## src/rtl/sync_fifo_param.sv

```systemverilog
// Single-clock synchronous FIFO with flush, occupancy count, almost-full/empty thresholds,
// per-cycle ack/overflow/underflow pulses and selectable standard or FWFT read.
module sync_fifo_param #(
    parameter int unsigned WIDTH     = 16,
    parameter int unsigned DEPTH     = 8,
    parameter int unsigned AF_THRESH = DEPTH - 1,
    parameter int unsigned AE_THRESH = 1,
    parameter bit          FWFT      = 1'b0,
    localparam int unsigned CW       = $clog2(DEPTH + 1)
) (
    input  logic             clk,
    input  logic             rst,
    input  logic             flush,
    input  logic             wr_en,
    input  logic [WIDTH-1:0] data_in,
    input  logic             rd_en,
    output logic [WIDTH-1:0] data_out,
    output logic             full,
    output logic             empty,
    output logic             almostfull,
    output logic             almostempty,
    output logic [CW-1:0]    count,
    output logic             wr_ack,
    output logic             overflow,
    output logic             underflow
);

    localparam int unsigned    PW       = (DEPTH > 1) ? $clog2(DEPTH) : 1;
    localparam logic [PW-1:0]  LAST_PTR = PW'(DEPTH - 1);

    logic [WIDTH-1:0] mem [DEPTH];

    logic [PW-1:0]    wr_ptr_q, wr_ptr_d;
    logic [PW-1:0]    rd_ptr_q, rd_ptr_d;
    logic [CW-1:0]    count_q, count_d;
    logic [WIDTH-1:0] dout_q, dout_d;
    logic             wr_ack_q, overflow_q, underflow_q;
    logic             wr_acc, rd_acc;

    assign full  = (count_q == CW'(DEPTH));
    assign empty = (count_q == '0);

    // Flush suppresses acceptance so neither memory nor pointers move in that cycle.
    assign wr_acc = wr_en && !full && !flush;
    assign rd_acc = rd_en && !empty && !flush;

    always_comb begin
        wr_ptr_d = wr_ptr_q;
        rd_ptr_d = rd_ptr_q;
        count_d  = count_q;
        dout_d   = dout_q;
        if (flush) begin
            wr_ptr_d = '0;
            rd_ptr_d = '0;
            count_d  = '0;
        end else begin
            if (wr_acc) begin
                wr_ptr_d = (wr_ptr_q == LAST_PTR) ? '0 : wr_ptr_q + 1'b1;
            end
            if (rd_acc) begin
                rd_ptr_d = (rd_ptr_q == LAST_PTR) ? '0 : rd_ptr_q + 1'b1;
                if (!FWFT) begin
                    dout_d = mem[rd_ptr_q];
                end
            end
            count_d = count_q + CW'(wr_acc) - CW'(rd_acc);
        end
    end

    always_ff @(posedge clk or posedge rst) begin
        if (rst) begin
            wr_ptr_q    <= '0;
            rd_ptr_q    <= '0;
            count_q     <= '0;
            dout_q      <= '0;
            wr_ack_q    <= 1'b0;
            overflow_q  <= 1'b0;
            underflow_q <= 1'b0;
        end else begin
            wr_ptr_q    <= wr_ptr_d;
            rd_ptr_q    <= rd_ptr_d;
            count_q     <= count_d;
            dout_q      <= dout_d;
            wr_ack_q    <= wr_acc;
            overflow_q  <= wr_en && full && !flush;
            underflow_q <= rd_en && empty && !flush;
        end
    end

    // Storage is deliberately left out of reset.
    always_ff @(posedge clk) begin
        if (wr_acc) begin
            mem[wr_ptr_q] <= data_in;
        end
    end

    // FWFT presents the head combinationally; drive zero while empty to keep it tidy.
    assign data_out    = FWFT ? (empty ? '0 : mem[rd_ptr_q]) : dout_q;
    assign count       = count_q;
    assign almostfull  = (count_q >= CW'(AF_THRESH)) && !full;
    assign almostempty = (count_q <= CW'(AE_THRESH)) && !empty;
    assign wr_ack      = wr_ack_q;
    assign overflow    = overflow_q;
    assign underflow   = underflow_q;

endmodule

```

## config.mk

```make
export PLATFORM = sky130hd
export DESIGN_NAME = sync_fifo_param
export DESIGN_NICKNAME = d
export VERILOG_FILES = /design/src/rtl/sync_fifo_param.sv
export SDC_FILE = /design/constraint.sdc
export NUM_CORES = 1
export LEC_CHECK = 0
export CAP_MARGIN = 10
export CORE_UTILIZATION = 58
export CTS_CLUSTER_SIZE = 20
export DETAILED_ROUTE_END_ITERATION = 10
export PLACE_DENSITY_LB_ADDON = 0.12
export SYNTH_ARGS = -nofsm -noshare
export SYNTH_HDL_FRONTEND = slang
export SYNTH_SLANG_ARGS = --single-unit
```

## constraint.sdc

```tcl
create_clock -name clk -period 3.5 [get_ports clk]
set_input_delay 0.35 -clock clk [delete_from_list [all_inputs] [get_ports clk]]
set_output_delay 0.35 -clock clk [all_outputs]
set_load 0.01 [all_outputs]
```

==> qor.yml <==
routing:
  vias: 3512
  dr.pass1.iters: 7
  avgRoutedWirePerCell_um: 20.0
  drcViolationCount: 0
  final_antenna_net_count: 0
  wirelength_mm: 12.3
  via_per_inst: 5.71
  drt_iter0_drc: 233
pwr:
  p_sw_mw: 1.46
  pwr-share-seq_pct: 45.5
  clock_power_share_pct: 33.1
  p_leak_nw: 2.72
  ir_drop_mv: 0.412
  combPwrFrac_pct: 21.4
  fin_total_pwr_mw: 5.30
  swShare_pct: 27.6
  power.density_nw_per_um2: 698
  cell_internal_pwr_mw: 3.84
logic_synthesis:
  muxShareOfSynthArea_pct: 10.0
  synth_seq_cells: 157
  synth.yosys.warnings: 0
  yosysSeqAreaShare_pct: 71.6
  synth_top_family_by_area: "multiplexers"
  synth_compound_area_share_pct: 4.75
  synth-adder-area-share_pct: 2.67
  async_reset_ff_share_pct: 18.5
  netlist_instances: 402
  syn_area_um2: 6380
  syn_nets: 436
  avgSynthCellArea_um2: 15.9
  synth-edff-count: 128
  synth.distinct_cells: 33
  ys.flop_type: "edfxtp_1"
  yosys.area_share.simple_pct: 7.63
  synth_xor_area_share_pct: 0.275
timing:
  fin_crit_sh_pct: 83.9
  final.setup.tns_ns: 0
  fin_skew_ns: 0.00740
  slew_violations: 0
  layout_setup_ws_ns: 0.565
  hold_violations: 0
  holdWs_ns: 0.234
  period_minus_slack_ns: 2.93
  tightestPinTransition_ns: 1.17
  setup_viol: 0
  clock.fmax_ghz: 0.341
  slew_headroom_pct: 21.9
  rsz0062_at_grt: "no"
clock_network:
  hold_buffers: 0
  clk_path_buf_depth: 2
  post_cts_buffers: 0
  cts_root_buf: "clkbuf_8"
  cts_resized: 0
  htreeDepth: 4
  cts_buffers: 17
  clock_latency_ns: 0.51
  clkTransAtPathRegs_ns: 0.07
  cts_tree: "done"
  clkSinkCount: 157
grt:
  grt_pass1_vias: 3534
  grt_pass1_wl_mm: 19.4
  grt_max_degree: 68
  antenna_found_initial: 0
  track_usage_pct: 23.6
  overflow: 0
layout:
  layout_common_cells: "edfxtp_1 (128), mux2i_1 (64), clkdlybuf4s50_1 (47), nand2_1 (42), a22oi_1 (32)"
  final_common_cell: "edfxtp_1"
  num_antenna_cells: 0
  syn_to_final_growth_pct: 19.1
  nNetsFinal: 500
  post-route-util_pct: 72.3
  finalInstanceArea_um2: 7590
  instances_no_fill: 615
  drive_gt1_share_pct: 13.4
critical_path:
  worstSetupEndpointType: "flop"
  arrival_ns: 3.34
  path_max_fanout: 17
  reg2reg_depth: 11
  critPathMaxStageDelay_ns: 0.49
  path_delay_family: "adder cells"
  required_ns: 3.90
  cp_num_cells: 11
  cp_slowest_cell: "or3b_1"
  cp_num_buf_inv: 3
  crit_top_cell: "ha_1"
  critPathKind: "reg2reg"
  path_cells: "inv_1 > ha_1 > or3b_1 > nand2b_4 > inv_6 > ha_1 > inv_1 > ha_1 > fa_1 > xnor2_1 > nor2_1"
  cp-start-kind: "flop"
die:
  num_io_pins: 48
  design.core.area_um2: 10500
  die_h_um: 107
  num_rows: 37
  dieArea_um2: 11400
  die_x_um: 107
  initial_core_util_pct: 60.7
place:
  placed_area_um2: 7020
  dp_hpwl_mm: 7.30
  portBuffers: 47
  pre_cts_ws_ns: 0.556
  finalWeightedCongestion: 0.767
  post-place-cells: 583
outcome:
  status: "complete, no violations"
run:
  cap_viol_max_count: 0
hold_path:
  hp-class: "in2async"
-- flip-flops by register name, summed over array words and instances (netlist names) --
signal,cells
overflow,1
wr_ptr_q,3
count,4
wr_ack,1
mem,128
underflow,1
rd_ptr_q,3
data_out,16
-- power groups by stage --
stage | clock, mW | combinational [mW] | sequential [mW]
final | 1.75 | 1.13 | 2.41
after global routing | 1.85 | 1.25 | 2.44
after global placement | 0 | 1.10 | 2.45
after detailed placement | 0 | 1.13 | 2.45
after floorplan | 0 | 0.788 | 2.35
after CTS | 1.78 | 1.15 | 2.42
-- Yosys cell counts (3+ instances only) --
cell / instances / area share (%)
edfxtp_1: 128 / 60
mux2i_1: 64 / 10
nand2_1: 42 / 2.5
a22oi_1: 32 / 3.8
dfrtp_1: 29 / 11
ha_1: 12 / 2.4
nor2_1: 12 / 0.71
inv_1: 9 / 0.53
nand3_1: 9 / 0.71
nand3_2: 9 / 1.4
a21oi_1: 8 / 0.63
buf_2: 6 / 0.47
buf_4: 5 / 0.59
clkbuf_1: 4 / 0.24
nand2b_1: 4 / 0.39
nor2b_1: 4 / 0.39
or3_1: 3 / 0.29
-- cell families after synthesis --
group,count (synthesis)
AO/OA/AOI/OAI,43
adder cells (fa/ha/maj),13
multiplexers,64
XOR/XNOR,2
buffers and inverters,30
AND/OR/NAND/NOR,93
flip-flops,157
-- area by class of cell --
type	count	area (µm²)
Fill cell	663	2910
Clock buffer	21	439
Multi-Input combinational cell	215	1630
Clock inverter	11	134
Sequential cell	157	4570
Inverter	10	42.5
Timing Repair Buffer	65	606
Tap cell	136	170
-- worst paths after layout --
| kind | startpoint | endpoint | slack [ns] |
|---|---|---|---|
| setup reg to reg | count[3]$_DFF_PP0_ | count[2]$_DFF_PP0_ | 0.57 |
| setup / recovery | count[3]$_DFF_PP0_ | count[2]$_DFF_PP0_ | 0.57 |
| hold / removal | rst | data_out[7]$_DFFE_PP0P_ | 0.23 |
| max in group asynchronous | rst | rd_ptr_q[0]$_DFFE_PP0P_ | 2.53 |
| hold reg to reg | data_out[8]$_DFFE_PP0P_ | data_out[8]$_DFFE_PP0P_ | 0.48 |
| min in group clk | data_out[8]$_DFFE_PP0P_ | data_out[8]$_DFFE_PP0P_ | 0.48 |
-- metal layers --
| layer | vias to the layer above | routed length (µm) | GRT usage, % |
|---|---|---|---|
| li1 | 1641 | - | - |
| met1 | 1756 | 5220 | 30.9 |
| met2 | 106 | 6420 | 40.0 |
| met3 | 9 | 616 | 4.32 |
| met4 | 0 | 79 | 8.22 |
| met5 | - | 0 | 0 |
Note: power is estimated with default switching activity, not from simulation.
